<file path="src/rtl/color_input_conditioner_pkg.sv">
// Shared definitions for the colour-button input conditioner: press FSM states,
// the colour codes the game FSM decodes, and small decode helpers.
package color_input_conditioner_pkg;

  typedef enum logic {
    S_IDLE = 1'b0,
    S_HELD = 1'b1
  } press_state_e;

  localparam logic [1:0] CODE_RED   = 2'd0;
  localparam logic [1:0] CODE_GREEN = 2'd1;
  localparam logic [1:0] CODE_BLUE  = 2'd2;
  localparam logic [1:0] CODE_NONE  = 2'd3;

  function automatic logic [1:0] count_set(input logic [2:0] lvl);
    logic [1:0] n;
    n = 2'd0;
    for (int i = 0; i < 3; i++) begin
      n = n + {1'b0, lvl[i]};
    end
    return n;
  endfunction

  // Only meaningful when exactly one bit is set.
  function automatic logic [1:0] code_of(input logic [2:0] lvl);
    logic [1:0] c;
    c = CODE_NONE;
    if (lvl[0]) c = CODE_RED;
    else if (lvl[1]) c = CODE_GREEN;
    else if (lvl[2]) c = CODE_BLUE;
    return c;
  endfunction

endpackage

</file>
<file path="src/rtl/color_input_conditioner_debounce_bit.sv">
// One button channel: optional inversion, two-flop synchroniser, stability counter.
// COLOR_ACTIVE_LOW_EN selects pull-up (pressed = 0) buttons.
module debounce_bit #(
  parameter int unsigned DEBOUNCE_CYCLES = 500000
) (
  input  logic clk,
  input  logic reset,
  input  logic raw,
  output logic level
);

  localparam int unsigned CntW = (DEBOUNCE_CYCLES > 2) ? $clog2(DEBOUNCE_CYCLES) : 1;
  localparam logic [CntW-1:0] CntMax = CntW'(DEBOUNCE_CYCLES - 1);

  logic            raw_in;
  logic            sync1_q, sync2_q;
  logic [CntW-1:0] cnt_q;
  logic            level_q;

`ifdef COLOR_ACTIVE_LOW_EN
  // Inverting ahead of the synchroniser lets its reset value mean "released".
  assign raw_in = ~raw;
`else
  assign raw_in = raw;
`endif

  always_ff @(posedge clk) begin
    if (reset) begin
      sync1_q <= 1'b0;
      sync2_q <= 1'b0;
      cnt_q   <= '0;
      level_q <= 1'b0;
    end else begin
      sync1_q <= raw_in;
      sync2_q <= sync1_q;
      if (sync2_q == level_q) begin
        cnt_q <= '0;
      end else if (cnt_q == CntMax) begin
        level_q <= sync2_q;
        cnt_q   <= '0;
      end else begin
        cnt_q <= cnt_q + 1'b1;
      end
    end
  end

  assign level = level_q;

endmodule

</file>
<file path="src/rtl/color_input_conditioner.sv">
// Conditions three raw colour buttons and emits one buffered press event per clean
// single-button press. Optional macro COLOR_ACTIVE_LOW_EN (see debounce_bit).
module color_input_conditioner
  import color_input_conditioner_pkg::*;
#(
  parameter int unsigned N_IN            = 3,
  parameter int unsigned DEBOUNCE_CYCLES = 500000
) (
  input  logic            clk,
  input  logic            reset,
  input  logic [N_IN-1:0] color_raw,
  output logic [N_IN-1:0] color_lvl,
  output logic            press_valid,
  output logic [1:0]      press_code,
  input  logic            press_ready,
  output logic            multi_err,
  output logic            overrun
);

  press_state_e state_q, state_d;
  logic         enq;
  logic [1:0]   enq_code;
  logic         multi_d;
  logic         valid_q, multi_q, overrun_q;
  logic [1:0]   code_q;
  logic [1:0]   n_set;

  for (genvar i = 0; i < N_IN; i++) begin : g_bit
    debounce_bit #(
      .DEBOUNCE_CYCLES(DEBOUNCE_CYCLES)
    ) u_debounce (
      .clk  (clk),
      .reset(reset),
      .raw  (color_raw[i]),
      .level(color_lvl[i])
    );
  end

  assign n_set = count_set(color_lvl);

  always_comb begin
    state_d = state_q;
    unique case (state_q)
      S_IDLE:  if (color_lvl != '0) state_d = S_HELD;
      S_HELD:  if (color_lvl == '0) state_d = S_IDLE;
      default: state_d = S_IDLE;
    endcase
  end

  // Only the S_IDLE -> S_HELD transition can produce an event or an error.
  always_comb begin
    enq      = 1'b0;
    enq_code = CODE_NONE;
    multi_d  = 1'b0;
    if (state_q == S_IDLE) begin
      if (n_set == 2'd1) begin
        enq      = 1'b1;
        enq_code = code_of(color_lvl);
      end else if (n_set >= 2'd2) begin
        multi_d = 1'b1;
      end
    end
  end

  always_ff @(posedge clk) begin
    if (reset) begin
      state_q   <= S_IDLE;
      valid_q   <= 1'b0;
      code_q    <= CODE_NONE;
      multi_q   <= 1'b0;
      overrun_q <= 1'b0;
    end else begin
      state_q <= state_d;
      multi_q <= multi_d;
      if (enq && (!valid_q || press_ready)) begin
        valid_q <= 1'b1;
        code_q  <= enq_code;
      end else if (valid_q && press_ready) begin
        valid_q <= 1'b0;
        code_q  <= CODE_NONE;
      end
      if (enq && valid_q && !press_ready) overrun_q <= 1'b1;
    end
  end

  assign press_valid = valid_q;
  assign press_code  = code_q;
  assign multi_err   = multi_q;
  assign overrun     = overrun_q;

endmodule

</file>
<file path="config.mk">
export PLATFORM = sky130hd
export DESIGN_NAME = color_input_conditioner
export DESIGN_NICKNAME = d
export VERILOG_FILES = /design/src/rtl/color_input_conditioner_pkg.sv /design/src/rtl/color_input_conditioner_debounce_bit.sv /design/src/rtl/color_input_conditioner.sv
export SDC_FILE = /design/constraint.sdc
export NUM_CORES = 1
export LEC_CHECK = 0
export CAP_MARGIN = 20
export CORE_MARGIN = 8
export CORE_UTILIZATION = 60
export CTS_BUF_LIST = sky130_fd_sc_hd__clkbuf_4 sky130_fd_sc_hd__clkbuf_8
export DETAILED_ROUTE_END_ITERATION = 16
export GPL_ROUTABILITY_DRIVEN = 0
export PLACE_DENSITY_LB_ADDON = 0.08
export SKIP_LAST_GASP = 1
export SYNTH_ARGS = -nofsm -noshare
export SYNTH_HDL_FRONTEND = slang
export SYNTH_HIERARCHICAL = 1
export SYNTH_SLANG_ARGS = --single-unit
</file>
<file path="constraint.sdc">
create_clock -name clk -period 3.95 [get_ports clk]
set_input_delay 0.395 -clock clk [delete_from_list [all_inputs] [get_ports clk]]
set_output_delay 0.395 -clock clk [all_outputs]
set_load 0.05 [all_outputs]
</file>
* Word-level counts from Yosys, hierarchy flattened *
Index checks and enable logic that the tools add are counted.

storage, ports and cells
  register bits = 72
  memory bits (writable) = 0
  output and inout port bits = 8
  logic and storage cells = 66
  bits in latches = 0
  input bits = 6
  memories = 0
  memory bits (read-only) = 0

operators by class
  shifts and indexed selects = 0
  div/mod/pow operators = 0
  magnitude comparators = 1
  reductions and logical operators = 17
  bitwise gates (word level) = 4
  eq/ne operators = 7
  multiplexer cells = 15
  $add $sub $neg = 5
  multipliers = 0

operators by type and width
  operator               count
  $add 19x1->19 const B  3
  $eq 19x19->1 const B   3
  $mux 2                 6
  $reduce_or 3->1        4
  $mux 1                 8
  $reduce_and 2->1       3
  $logic_and 1x1->1      4
  $not 1->1              4
  $eq 1x1->1             3
  $logic_not 3->1        1
  $reduce_bool 3->1      1
  $add 1x1->2            1
  $add 2x1->2            1
  $eq 2x1->1 const B     1
  $ge 2x2->1 const B     1
  $logic_not 1->1        2
  $pmux 1 s2             1
  $reduce_bool 2->1      1
  $logic_or 1x1->1       1

* Longest topological paths before layout *
  word-level depth = 7
  gate-level depth with buffers = 6

* Cells and area by module *
The synthesis kept the hierarchy.

modules (own cells, without submodules)
  module                   times used  area an instance (um2)  cells an instance
  debounce_bit             3           1,026.0                 110
  color_input_conditioner  1           262.8                   29

* Least setup slack after synthesis *
No wires, ideal clock.

  kind = reg-to-reg
  from = register g_bit[0].u_debounce.level_q
  to = register code_q[0], in the netlist press_code[0]
  cell stages (with the launch flop) = 6
  setup slack = 2.001 ns
  arrival = 1.871 ns
  path buffers = 0
  clock period less this slack = 1.949 ns
  cells stage by stage = dfxtp_1 inv_1 fa_1 nor3b_4 o21ai_1 a32oi_1

on the way
  longest elaborated chain between the ends = 7
  elaborated cells on any way between the ends = 11
  those cells by class = add/sub (2); eq/ne (1); mux (6); reduce/logical (2)

RTL lines
  item                                         RTL line                                    text
  from (decl)                                  color_input_conditioner_debounce_bit.sv:18  logic level_q;
  from (signal assigned)                       color_input_conditioner_debounce_bit.sv:39  level_q <= sync2_q;
  $add 1x1->2                                  color_input_conditioner_pkg.sv:19           n = n + {1'b0, lvl[i]};
  $add 2x1->2                                  color_input_conditioner_pkg.sv:19
  $eq 2x1->1                                   color_input_conditioner.sv:56               if (n_set == 2'd1) begin
  $mux 1                                       color_input_conditioner.sv:56
  $mux 1                                       color_input_conditioner.sv:55               if (state_q == S_IDLE) begin
  $logic_and 1x1->1                            color_input_conditioner.sv:75               if (enq && (!valid_q || press_ready)) begin
  $mux 2 or $reduce_bool 2->1 (tied branches)  n/a
  to (signal assigned)                         color_input_conditioner.sv:77               code_q <= enq_code;
  to (decl)                                    color_input_conditioner.sv:25               logic [1:0] code_q;

Parallel ways exist; a longest one is shown, timed or not.
A chain may end at the register's enable or synchronous reset.

* Final worst setup path *
  from = register g_bit[1].u_debounce.level_q
  to = output color_lvl[1]

RTL lines
  item                    RTL line                                    text
  from (decl)             color_input_conditioner_debounce_bit.sv:18
  from (signal assigned)  color_input_conditioner_debounce_bit.sv:39
  to (decl)               color_input_conditioner.sv:12               output logic [N_IN-1:0] color_lvl,

No word-level cell between the ends.

==> qor.json <==
{
  "logic_synthesis": {
    "post_synth_num_cell_types": 38,
    "warnings_synthesis": 6,
    "syn-cell-area_um2": 3340,
    "async_flop_share_pct": 0,
    "seq_area_frac_synth_pct": 43.1,
    "synthesis.nets": 369,
    "synthDominantAreaCellType": "dfxtp_1",
    "synthMostInstantiatedCell": "dfxtp_1",
    "synth_top_cells_by_count": "dfxtp_1, nor2_1, nand3_1, xnor2_1, xor2_1",
    "yosys-top-cells-area": "dfxtp_1, xnor2_1, nor2_1",
    "postSynth.topFlopCell": "dfxtp_1",
    "ys_ff_latch": 72,
    "syn-mean-instance-area_um2": 9.31,
    "synth_top_area_share_pct": 43.1,
    "synth_enable_flop_cells": 0,
    "synthCells": 359
  },
  "sta": {
    "fin_hold_ws_ps": 443,
    "rsz0062_at_grt": "false",
    "fin_ws_ps": 1940,
    "final_period_minus_worst_setup_slack_ps": 2010,
    "final.setup.tns_ps": 0,
    "setup_viol_count_final": 0,
    "finalHoldViolCount": 0,
    "clock_skew_ps": 14.0,
    "maximum_clock_frequency_mhz": 497,
    "slew_violations": 0,
    "final_worst_path_cycle_share_pct": 51.0,
    "worstMarginPinSlew_ps": 702,
    "max-slew-margin-rel_pct": 53.2
  },
  "place": {
    "dp_worst_setup_slack_ps": 1840,
    "place.detailed.hpwl_mm": 4.06,
    "port_buffers": 13
  },
  "die": {
    "chipWidth_um": 90.6,
    "placeableCoreArea_um2": 5440,
    "fp.dieArea_um2": 8210,
    "initial_core_util_pct": 61.4,
    "floorplan.rows": 27,
    "io-pin-count": 14,
    "die_height_um": 90.6
  },
  "drt": {
    "wl_per_cell_um": 12.8,
    "routed_wl_mm": 5.79,
    "antenna_left": 0,
    "drc_errors": 0,
    "route.detailed.vias_per_inst": 5.48,
    "routed-via-count": 2484,
    "detailedRoute.firstIterationViolations": 66,
    "drtPass1Iterations": 4
  },
  "grt": {
    "grt_start_max_net_pins": 24,
    "antenna_found_initial": 0,
    "grt_pass1_vias": 2411,
    "overall_routing_resource_usage_pct": 15.3,
    "grt_first_pass_wirelength_mm": 10.6,
    "grt_remaining_overflow": 0
  },
  "setup_path": {
    "critical_path.top_delay_family": "buffers and inverters",
    "worst-endpoint-arrival_ps": 1620,
    "critical_path.cell_chain": "clkdlybuf4s50_1",
    "cp_max_fo": 6,
    "sort_of_element_at_the_start_of_the_critical_path": "flip-flop",
    "crit_slowest_cell": "clkdlybuf4s50_1",
    "end_kind": "output port",
    "cp_slowest_stage_delay_ps": 840,
    "critPathKind": "reg -> out",
    "critical_path.n_buffers_inverters": 1,
    "cp_data_required_time_ps": 3560
  },
  "clocking": {
    "cts.path.max_buffers": 2,
    "clkTransAtPathRegs_ps": 80,
    "worstSkewPairLatency_ps": 340,
    "cts_resized": 0,
    "tritoncts": "built",
    "cts_post_setup_buffers_inserted": 0,
    "cts_root_buf": "clkbuf_8",
    "tritoncts_buffers": 9,
    "cts_sinks": 72,
    "postCtsHoldBufs": 0,
    "htreeDepth": 3
  },
  "power_and_ir_drop": {
    "worst_ir_drop_vdd_v": 0.000264,
    "total_leakage_power_nw": 1.15,
    "fin_total_pwr_mw": 1.40,
    "power_density_nw_per_um2": 372
  },
  "cells_and_area": {
    "n_antenna_cell": 0,
    "final_layout_size_suffix_gt1_share_pct": 11.5,
    "syn2layout_area_growth_pct": 12.3,
    "finalNetCount": 386
  },
  "outcome": {
    "outcome": "finished clean"
  },
  "flow_run": {
    "drv.max_cap_violation_count": 0
  },
  "worst_hold_path": {
    "min-delay-path-class": "reg -> reg"
  }
}
==> cells by family after synthesis <==
kind of cell             share of synthesized area [%]
AO/OA/AOI/OAI                                     4.79
adder cells (fa/ha/maj)                           1.72
buffers and inverters                             2.25
XOR/XNOR                                          11.0
multiplexers                                      1.80
AND/OR/NAND/NOR                                   35.3
flip-flops                                        43.1
==> metal layers <==
layer / vias to the layer above / global-route usage [%] / wire length, um
li1: 1295 / - / -
met2: 27 / 24.2 / 2630
met4: 0 / 6.38 / 121
met3: 10 / 4.16 / 144
met5: - / 0 / 0
met1: 1152 / 18.9 / 2900
==> worst paths after layout <==
check                                     from                       endpoint  slack (ps)  depth (start not counted)
setup / recovery     g_bit[1].u_debounce/level                   color_lvl[1]        1940                          1
setup reg to reg  g_bit[0].u_debounce/cnt_q[0]  g_bit[0].u_debounce/cnt_q[12]        2190                          4
hold reg to reg    g_bit[0].u_debounce/sync1_q    g_bit[0].u_debounce/sync2_q         440                          1
hold / removal     g_bit[0].u_debounce/sync1_q    g_bit[0].u_debounce/sync2_q         440                          1
==> through the flow <==
stage          utilization [%]  instances  area [um2]
2_1_floorplan                -        359        3340
3_3_place_gp              64.8        437        3530
3_5_place_dp              64.8        437        3530
4_1_cts                   69.0        453        3750
5_1_grt                   69.0        453        3750
6_report                  69.0        453        3750
==> sequential cells by signal (all words and copies together), names as in the netlist <==
name / count
press_code: 2
g_bit.u_debounce/level: 3
multi_err: 1
overrun: 1
press_valid: 1
g_bit.u_debounce/cnt_q: 57
state_q: 1
g_bit.u_debounce/sync1_q: 3
g_bit.u_debounce/sync2_q: 3
==> cell type report <==
class | count | area [um2]
clock buffer | 11 | 145
clock inverter | 5 | 80.1
fill | 448 | 1690
inverter | 11 | 41.3
multi-input combinational | 269 | 1820
sequential | 72 | 1440
tap | 72 | 90.1
timing repair buffer | 13 | 130
==> power by group <==
part           internal (mW)  switching, mW  leakage (nW)
clock                  0.379          0.267         0.109
sequential             0.729        0.00201         0.581
combinational        0.00894        0.00947         0.463
==> layout by cell type (no fill, tap or decap), drive strengths merged, types with 4 or more instances in the layout <==
cell | netlist | routed
nor4 | 12 | 12
nand3 | 27 | 27
nor3b | 7 | 7
inv | 11 | 11
clkbuf | 1 | 11
nor3 | 7 | 7
a21oi | 12 | 12
dfxtp | 72 | 72
or3 | 6 | 6
nor4b | 6 | 6
nand2b | 4 | 4
nor2b | 6 | 6
mux2i | 6 | 6
nand4 | 18 | 18
and4 | 6 | 6
nor2 | 62 | 62
o21ai | 13 | 13
clkdlybuf4s50 | 0 | 13
xor2 | 15 | 15
xnor2 | 27 | 27
nand2 | 12 | 12
Power figures use the tool's default switching activity.
